## config.mk

```make
export PLATFORM = sky130hd
export DESIGN_NAME = lsu_bus_master
export DESIGN_NICKNAME = d
export VERILOG_FILES = /design/src/rtl/lsu_bus_master.sv
export SDC_FILE = /design/constraint.sdc
export NUM_CORES = 1
export LEC_CHECK = 0
export CAP_MARGIN = 5
export CORE_AREA = 2 2 95 116
export CTS_BUF_LIST = sky130_fd_sc_hd__clkbuf_4 sky130_fd_sc_hd__clkbuf_8
export DETAILED_ROUTE_END_ITERATION = 6
export DIE_AREA = 0 0 97 118
export GPL_ROUTABILITY_DRIVEN = 0
export HOLD_SLACK_MARGIN = 0.15
export PLACE_DENSITY = 0.85
export SYNTH_ARGS = -nofsm -noshare
export SYNTH_HDL_FRONTEND = slang
export SYNTH_SLANG_ARGS = --single-unit
```

## constraint.sdc

```tcl
create_clock -name clk -period 2 [get_ports clk]
set_input_delay 0.4 -clock clk [delete_from_list [all_inputs] [get_ports clk]]
set_output_delay 0.4 -clock clk [all_outputs]
set_load 0.1 [all_outputs]
```

## src/rtl/lsu_bus_master.sv

```systemverilog
// Load/store unit bus master: one RV32I access at a time against a single-cycle word memory.
// Sub-word stores (SB/SH via read-modify-write) are built only when LSU_SUBWORD_STORE_EN is defined.
module lsu_bus_master #(
    parameter int DM_AW = 16
) (
    input  logic              clk,
    input  logic              rst_n,
    input  logic              req,
    input  logic              store,
    input  logic [2:0]        funct3,
    input  logic [31:0]       addr_in,
    input  logic [31:0]       wdata_in,
    output logic              busy,
    output logic              done,
    output logic              err,
    output logic [31:0]       rdata,
    output logic              dm_we,
    output logic [DM_AW-1:0]  dm_addr,
    output logic [31:0]       dm_wd,
    input  logic [31:0]       dm_rd,
    output logic [2:0]        fsm_state
);
    // Handshake: req is taken only while busy=0; done (and err) pulse for exactly one cycle.
    localparam logic [2:0] S_IDLE   = 3'd0;
    localparam logic [2:0] S_LOAD   = 3'd1;
`ifdef LSU_SUBWORD_STORE_EN
    localparam logic [2:0] S_RMW_RD = 3'd2;
`endif
    localparam logic [2:0] S_STORE  = 3'd3;
    localparam logic [2:0] S_DONE   = 3'd4;
    localparam logic [2:0] S_ERR    = 3'd5;

    logic [2:0]       state;
    logic [2:0]       next_req;
    logic             illegal;
    logic [2:0]       f3_q;
    logic [DM_AW+1:0] addr_q;
    logic [31:0]      wdata_q;
    logic [31:0]      load_val;
    logic [7:0]       ld_byte;
    logic [15:0]      ld_half;
    logic [31:0]      store_word;
    logic             unused_addr_hi;

    assign unused_addr_hi = ^addr_in[31:DM_AW+2];

    always_comb begin
        illegal = 1'b0;
        case (funct3)
            3'b000:  illegal = 1'b0;
            3'b001:  illegal = addr_in[0];
            3'b010:  illegal = (addr_in[1:0] != 2'b00);
            3'b100:  illegal = store;
            3'b101:  illegal = store | addr_in[0];
            default: illegal = 1'b1;
        endcase
`ifndef LSU_SUBWORD_STORE_EN
        if (store && (funct3 == 3'b000 || funct3 == 3'b001))
            illegal = 1'b1;
`endif
    end

    always_comb begin
        next_req = S_LOAD;
        if (illegal)
            next_req = S_ERR;
        else if (store && funct3 == 3'b010)
            next_req = S_STORE;
`ifdef LSU_SUBWORD_STORE_EN
        else if (store)
            next_req = S_RMW_RD;
`endif
    end

    // Little-endian lane selection from the latched byte offset.
    always_comb begin
        ld_byte = dm_rd[8*addr_q[1:0] +: 8];
        ld_half = addr_q[1] ? dm_rd[31:16] : dm_rd[15:0];
        case (f3_q)
            3'b000:  load_val = {{24{ld_byte[7]}}, ld_byte};
            3'b001:  load_val = {{16{ld_half[15]}}, ld_half};
            3'b100:  load_val = {24'd0, ld_byte};
            3'b101:  load_val = {16'd0, ld_half};
            default: load_val = dm_rd;
        endcase
    end

`ifdef LSU_SUBWORD_STORE_EN
    logic [31:0] merge_q;
    logic [31:0] merged;

    always_comb begin
        merged = dm_rd;
        if (f3_q[0])
            merged[16*addr_q[1] +: 16] = wdata_q[15:0];
        else
            merged[8*addr_q[1:0] +: 8] = wdata_q[7:0];
    end

    assign store_word = (f3_q == 3'b010) ? wdata_q : merge_q;
`else
    assign store_word = wdata_q;
`endif

    always_ff @(posedge clk or negedge rst_n) begin
        if (!rst_n) begin
            state   <= S_IDLE;
            f3_q    <= 3'd0;
            addr_q  <= '0;
            wdata_q <= 32'd0;
            rdata   <= 32'd0;
`ifdef LSU_SUBWORD_STORE_EN
            merge_q <= 32'd0;
`endif
        end else begin
            case (state)
                S_IDLE: begin
                    if (req) begin
                        f3_q    <= funct3;
                        addr_q  <= addr_in[DM_AW+1:0];
                        wdata_q <= wdata_in;
                        state   <= next_req;
                    end
                end
                S_LOAD: begin
                    rdata <= load_val;
                    state <= S_DONE;
                end
`ifdef LSU_SUBWORD_STORE_EN
                S_RMW_RD: begin
                    merge_q <= merged;
                    state   <= S_STORE;
                end
`endif
                S_STORE: state <= S_DONE;
                S_DONE:  state <= S_IDLE;
                S_ERR:   state <= S_IDLE;
                default: state <= S_IDLE;
            endcase
        end
    end

    assign busy      = (state != S_IDLE);
    assign done      = (state == S_DONE) || (state == S_ERR);
    assign err       = (state == S_ERR);
    assign dm_we     = (state == S_STORE);
    assign dm_wd     = (state == S_STORE) ? store_word : 32'd0;
    assign dm_addr   = addr_q[DM_AW+1:2];
    assign fsm_state = state;

endmodule

```

==> results of run 1 <==
## cells by family after synthesis
kind of cell / synth area share
buffers and inverters: 0.06601
DFF: 0.4944
and+or+nand+nor: 0.1433
AOI/OAI and AO/OA: 0.1351
muxes: 0.1612
## layout make-up
cell class,instances,area share
clock buffers,9,0.01760
clock inverters,7,0.01689
inverters,4,0.002133
multi-input cells,265,0.2955
flip-flops and latches,88,0.3145
well taps,129,0.02293
repair buffers,199,0.3305
## metal layers
metal,vias to the layer above,GRT usage,routed length [µm]
li1,1730,-,-
met5,-,0,0
met4,0,0.08979,259
met2,195,0.3967,6787
met1,1888,0.2689,5098
met3,20,0.05463,1028
## flip-flops by register name, indices dropped and copies added (netlist names)
| register | cells |
|---|---|
| rdata | 32 |
| store_word | 32 |
| addr_q | 18 |
| f3_q | 3 |
| fsm_state | 3 |
## power by group
part	internal (mW)	switching (mW)	total, mW	leakage [nW]
clock	0.832	0.655	1.49	0.116
sequential	2.68	0.616	3.30	1.02
combinational	2.26	5.63	7.89	1.78
total	5.77	6.90	12.7	2.91
## synthesized netlist by cell type (2+ instances only)
| cell | number | area, µm² |
|---|---|---|
| nand2b_1 | 5 | 31.28 |
| buf_4 | 20 | 150.1 |
| clkbuf_1 | 10 | 37.54 |
| o21ai_2 | 10 | 87.58 |
| inv_1 | 4 | 15.01 |
| nand2_1 | 44 | 165.2 |
| dfrtp_1 | 88 | 2202 |
| o32a_1 | 8 | 80.08 |
| o21ai_0 | 15 | 75.07 |
| mux2_2 | 60 | 675.7 |
| buf_2 | 7 | 35.03 |
| nand3b_1 | 15 | 112.6 |
| mux2i_1 | 2 | 20.02 |
| nor3b_1 | 2 | 15.01 |
| a21oi_1 | 38 | 190.2 |
| buf_6 | 4 | 45.04 |
| o211ai_1 | 16 | 120.1 |
| nor2b_1 | 2 | 12.51 |
| and2_1 | 33 | 206.5 |
## timing repair
action                                  CTS  global route
hold buffers                              1             0
setup buffers                             5             0
hold endpoints to repair                 54             0
pin swaps                                 3             7
endpoints found under the setup margin   32            36
gates cloned                              1             1
gates resized for setup                   5             4
## per-stage QoR
| stage | instances | setup slack (ns) | hold WS, ns |
|---|---|---|---|
| 5_1_grt | 701 | -0.1419 | 0.4174 |
| 6_report | 701 | -0.07762 | 0.4315 |
| 3_3_place_gp | 677 | 0.1199 | 0.2539 |
| 4_1_cts | 700 | -0.1006 | 0.3849 |
| 2_1_floorplan | 400 | -0.1051 | 0.1044 |
| 3_5_place_dp | 677 | 0.08607 | 0.2486 |
## cells in the final DEF (no fill, tap or decap), types with 2 or more instances in the layout
| cell type | netlist | layout |
|---|---|---|
| mux2i_1 | 2 | 2 |
| o32a_1 | 8 | 8 |
| dfrtp_4 | 0 | 3 |
| inv_1 | 4 | 3 |
| bufinv_16 | 0 | 3 |
| mux2_4 | 0 | 2 |
| clkbuf_8 | 0 | 9 |
| buf_12 | 0 | 45 |
| mux2_2 | 60 | 58 |
| o21ai_2 | 10 | 10 |
| clkdlybuf4s50_1 | 0 | 87 |
| dfrtp_1 | 88 | 85 |
| o211ai_1 | 16 | 16 |
| nand3b_1 | 15 | 15 |
| nand2b_1 | 5 | 5 |
| and2_4 | 0 | 33 |
| o21ai_0 | 15 | 15 |
| clkinvlp_4 | 0 | 2 |
| buf_4 | 20 | 61 |
| nor3b_4 | 1 | 2 |
| nand2_1 | 44 | 44 |
| buf_6 | 4 | 3 |
| a21oi_1 | 38 | 38 |
## path summary, 6_finish.rpt
kind                                   start        endpoint  slack (ns)  cells after the start
max in group asynchronous              rst_n  store_word[28]        0.91                      3
worst max register to register  fsm_state[0]  store_word[28]        0.04                      5
worst min register to register      rdata[3]        rdata[3]        0.51                      1
worst min-delay path                   rst_n   store_word[2]        0.43                      2
worst max-delay path            fsm_state[2]        dm_wd[6]       -0.08                      5
min in group clk                    rdata[3]        rdata[3]        0.51                      1
==> summary.txt, run 1 <==
Clock tree
  • Clk sinks: 88
  • Htree depth: 3
  • TritonCTS clock tree: done
  • Clk root buf: clkbuf_8
  • Clk Latency, worst-skew pair: 0.36 ns
  • Worst-path clk slew: 0.09 ns
  • Num CTS Buffers: 9
  • Clock Tree Buf Depth: 2

Hold path
  • Tightest Hold Check Type: input pin to async pin

Yosys
  • Sequential area share after synthesis: 0.4944
  • Yosys warns: 0
  • Post-synth EDFFs: 0
  • Unique masters post-synth: 36
  • Yosys reg bits: 88
  • Post-Syn Instances: 400
  • Main synth FF type: dfrtp_1
  • Syn_nets: 503
  • Avg Inst Size Synth: 11.14 µm²
  • Post-synth ARST share: 1.000
  • Cell Area, Synth: 4454 µm²

Global routing
  • Initial antenna violation count: 0
  • Grt total ovfl: 0
  • Largest net degree at the start of global routing: 48
  • Tot GR Track Use: 0.2274
  • Vias in the first global route: 4033
  • First-pass GRT wire length: 20.89 mm

Route
  • Drt total wl: 13.17 mm
  • ANT nets after route: 0
  • Initial DRC Count: 183
  • DRC: 0
  • WL/cell: 18.79 µm
  • First-pass DRT Iterations: 4
  • Via count: 3833
  • Number of vias per cell: 5.468

Final layout
  • Final Util: 0.6826
  • Post-route cell area: 7038 µm²
  • Antenna Cells: 0
  • Area occupied by multi-input gates: 2079 µm²
  • Synth-to-Final Area Change: 58.01%
  • FILL cells: 713
  • Fin nets: 670
  • Share of cells above drive strength 1: 0.4336
  • Register area: 2213 µm²

Timing
  • Tcrit/Tclk final: 1.039
  • Final setup vio count: 33
  • FMAX: 481.3 MHz
  • Max Slew Vio Count: 0
  • Min Clock Period, post-route: 2.078 ns
  • Setup skew after layout: 0.01037 ns
  • Worst slew pin tran: 0.6144 ns
  • Total Neg Setup Slack: -2.102 ns
  • Fin. Hold Viols: 0
  • Rel. slew slack: 0.5885
  • Slack of the critical path: -0.07762 ns
  • RSZ-0062 raised after global routing: yes

Power and ir drop
  • Tot Pwr: 12.68 mW
  • Power Density: 1802 nW/µm²
  • Leak Pwr: 2.915 nW
  • Worst VDD drop: 1.865 mV

Setup path
  • WP buf/inv: 3
  • Delay-heaviest family, CP: flip-flops
  • Worst path slowest cell: dfrtp_4
  • Biggest cell delay along the critical path: 0.50 ns
  • Worst Setup Path Type: register to output pin
  • Crit path cell chain: nor3b_4 -> buf_6 -> clkbuf_16 -> and2_4 -> buf_12
  • CP Capture Type: output pin
  • Data arrival time of the worst path: 1.68 ns
  • CP Launch Type: register
  • Critical path required time: 1.60 ns
  • Critical path peak fanout: 8

Floorplan
  • Top Ports: 190
  • Row Count: 41
  • Core Area: 10310 µm²
  • Die H: 118 µm
  • Die Footprint: 11450 µm²
  • Initial Utilization: 0.4320
  • Die width: 97 µm

Placed design
  • Area after DPL: 6678 µm²
  • # port buffers: 175
  • Post-DP HPWL: 9.297 mm

Run status
  • Failing checks: negative setup slack
  • Outcome: complete, but fails checks

Run
  • Max-Cap Viols: 0
Note: power is estimated with default switching activity, not from simulation.
==> run 2, diff against run 1 <==
--- a/config.mk
+++ b/config.mk
@@ -6,13 +6,14 @@
 export NUM_CORES = 1
 export LEC_CHECK = 0
 export CAP_MARGIN = 5
-export CORE_AREA = 2 2 95 116
+export CORE_AREA = 2 2 100 121
 export CTS_BUF_LIST = sky130_fd_sc_hd__clkbuf_4 sky130_fd_sc_hd__clkbuf_8
 export DETAILED_ROUTE_END_ITERATION = 6
-export DIE_AREA = 0 0 97 118
+export DIE_AREA = 0 0 102 123
 export GPL_ROUTABILITY_DRIVEN = 0
 export HOLD_SLACK_MARGIN = 0.15
-export PLACE_DENSITY = 0.85
+export PLACE_DENSITY = 0.82
 export SYNTH_ARGS = -nofsm -noshare
 export SYNTH_HDL_FRONTEND = slang
 export SYNTH_SLANG_ARGS = --single-unit
+export TNS_END_PERCENT = 50
==> constraint.sdc (replaced) <==
create_clock -name clk -period 1.7 [get_ports clk]
set_input_delay 0.34 -clock clk [delete_from_list [all_inputs] [get_ports clk]]
set_output_delay 0.34 -clock clk [all_outputs]
set_load 0.1 [all_outputs]
==> summary.txt, run 2 (synthesized netlist as in run 1, its figures left out) <==
Final layout
  • FILL cells: 672
  • Antenna Cells: 0
  • Area occupied by multi-input gates: 2298 µm²
  • Register area: 2213 µm²
  • Most common library cell in the layout ignoring fill and taps: buf_12
  • Most frequent cells in the layout: buf_12 (97), clkdlybuf4s50_1 (87), dfrtp_1 (85)
  • Share of cells above drive strength 1: 0.4817
  • Synth-to-Final Area Change: 87.30%
  • Final Util: 0.7315
  • Final non-filler cell total: 759
  • Fin nets: 700

Clock tree
  • Clk root buf: clkbuf_8
  • TritonCTS clock tree: done
  • Clk Latency, worst-skew pair: 0.37 ns
  • Clk sinks: 88
  • Worst-path clk slew: 0.09 ns
  • Htree depth: 3
  • Clock Tree Buf Depth: 2
  • Num CTS Buffers: 9

Hold path
  • Tightest Hold Check Type: input pin to async pin

Power and ir drop
  • Tot Pwr: 17.98 mW
  • Combinational share of power: 0.672
  • Sequential fraction of design power: 0.243
  • Net Sw Power: 9.067 mW
  • Power Density: 2155 nW/µm²
  • Sw frac: 0.5042
  • Worst VDD drop: 1.334 mV
  • Clk pwr share: 0.085
  • Leak Pwr: 3.540 nW
  • Int Power: 8.914 mW

Timing
  • Final setup vio count: 124
  • Worst slew pin tran: 0.5730 ns
  • Slack of the critical path: -0.5110 ns
  • RSZ-0062 raised after global routing: yes
  • Setup skew after layout: 0.01167 ns
  • Fin. Hold Viols: 0
  • Max Slew Vio Count: 0
  • Total Neg Setup Slack: -31.77 ns
  • Worst hold slack: 0.4520 ns
  • FMAX: 452.3 MHz
  • Rel. slew slack: 0.6163
  • Min Clock Period, post-route: 2.211 ns
  • Tcrit/Tclk final: 1.301

Global routing
  • Vias in the first global route: 4403
  • Initial antenna violation count: 0
  • First-pass GRT wire length: 25.61 mm
  • Largest net degree at the start of global routing: 38
  • Tot GR Track Use: 0.2742
  • Grt total ovfl: 0

Floorplan
  • Top Ports: 190
  • Die width: 102 µm
  • Die H: 123 µm
  • Core Area: 11410 µm²
  • Row Count: 43
  • Die Footprint: 12550 µm²
  • Initial Utilization: 0.3905

Setup path
  • Most used cell, CP: buf_12
  • CP Capture Type: output pin
  • Crit path cell chain: buf_4 -> nor3b_4 -> buf_6 -> buf_12 -> and2_4 -> buf_12
  • Data arrival time of the worst path: 1.87 ns
  • Critical path peak fanout: 9
  • Worst Setup Path Type: register to output pin
  • Worst path slowest cell: dfrtp_4
  • Biggest cell delay along the critical path: 0.45 ns
  • CP Launch Type: register
  • Critical path required time: 1.36 ns

Placed design
  • Inst Count DP: 720
  • # port buffers: 175
  • Post-DP HPWL: 10.45 mm

Run
  • Max-Cap Viols: 0

Route
  • Initial DRC Count: 236
  • DRC: 0
  • First-pass DRT Iterations: 6
  • WL/cell: 23.74 µm
  • Via count: 4175
  • Number of vias per cell: 5.501
  • Drt total wl: 18.02 mm
  • ANT nets after route: 0

Run status
  • Failing checks: negative setup slack
  • Outcome: complete, but fails checks
## run 2: worst paths after layout
path	from	endpoint	slack, ns	cells past startpoint
worst min register to register	store_word[21]	store_word[21]	0.52	1
min in group clk	store_word[21]	store_word[21]	0.52	1
worst max-delay path	fsm_state[1]	dm_wd[26]	-0.51	6
max in group asynchronous	rst_n	store_word[17]	0.65	3
worst min-delay path	rst_n	addr_q[2]	0.45	2
worst max register to register	fsm_state[2]	store_word[28]	-0.29	6
## run 2: area by class of cell
class                   instances  area share
repair buffers                229      0.4103
multi-input cells             265      0.2755
flip-flops and latches         88      0.2653
well taps                     157     0.02355
clock buffers                  13     0.01845
clock inverters                 3    0.005099
inverters                       4    0.001800
## run 2: critical path, delay by kind of cell, from the launching register on
family | cells | cell delay [ns]
simple gates | 2 | 0.42
buf+inv | 4 | 0.63
flops | 1 | 0.45
## run 2: routing by layer
metal | track usage | up-vias | wire (µm)
met4 | 0.1000 | 0 | 472
met3 | 0.07914 | 37 | 1525
met2 | 0.4860 | 252 | 9464
met5 | 0 | - | 0
met1 | 0.3118 | 2099 | 6559
li1 | - | 1787 | -
## run 2: per-stage QoR
stage / area (µm²) / setup WS [ns]
after global placement: 7447 / -0.1221
after floorplan: 4594 / -0.4051
after CTS: 8092 / -0.4568
final: 8343 / -0.5110
after detailed placement: 7447 / -0.1703
after global routing: 8343 / -0.5541
## run 2: what timing repair did
item,4_1_cts,5_1_grt
hold endpoints to repair,24,0
hold buffers,1,0
pin swaps,3,6
resized for setup,60,39
setup buffers,7,5
gates cloned,6,6
endpoints found under the setup margin,106,122
## run 2: power groups by stage
| stage | combinational (mW) | clock [mW] | sequential [mW] |
|---|---|---|---|
| finish | 12.1 | 1.53 | 4.37 |
| global route | 12.5 | 1.63 | 4.46 |
| CTS | 11.5 | 1.50 | 4.23 |
| detailed placement | 10.9 | 0 | 4.23 |
| global placement | 10.6 | 0 | 4.13 |
| floorplan | 4.47 | 0 | 6.61 |
==> run 3, diff against run 2 <==
--- a/config.mk
+++ b/config.mk
@@ -7,7 +7,7 @@
 export LEC_CHECK = 0
 export CAP_MARGIN = 5
 export CORE_AREA = 2 2 100 121
-export CTS_BUF_LIST = sky130_fd_sc_hd__clkbuf_4 sky130_fd_sc_hd__clkbuf_8
+export CTS_BUF_LIST = sky130_fd_sc_hd__clkbuf_2 sky130_fd_sc_hd__clkbuf_4 sky130_fd_sc_hd__clkbuf_8
 export DETAILED_ROUTE_END_ITERATION = 6
 export DIE_AREA = 0 0 102 123
 export GPL_ROUTABILITY_DRIVEN = 0
==> results of run 3 <==
Same layout as run 2: the final DEF is identical, and so are final timing and power.
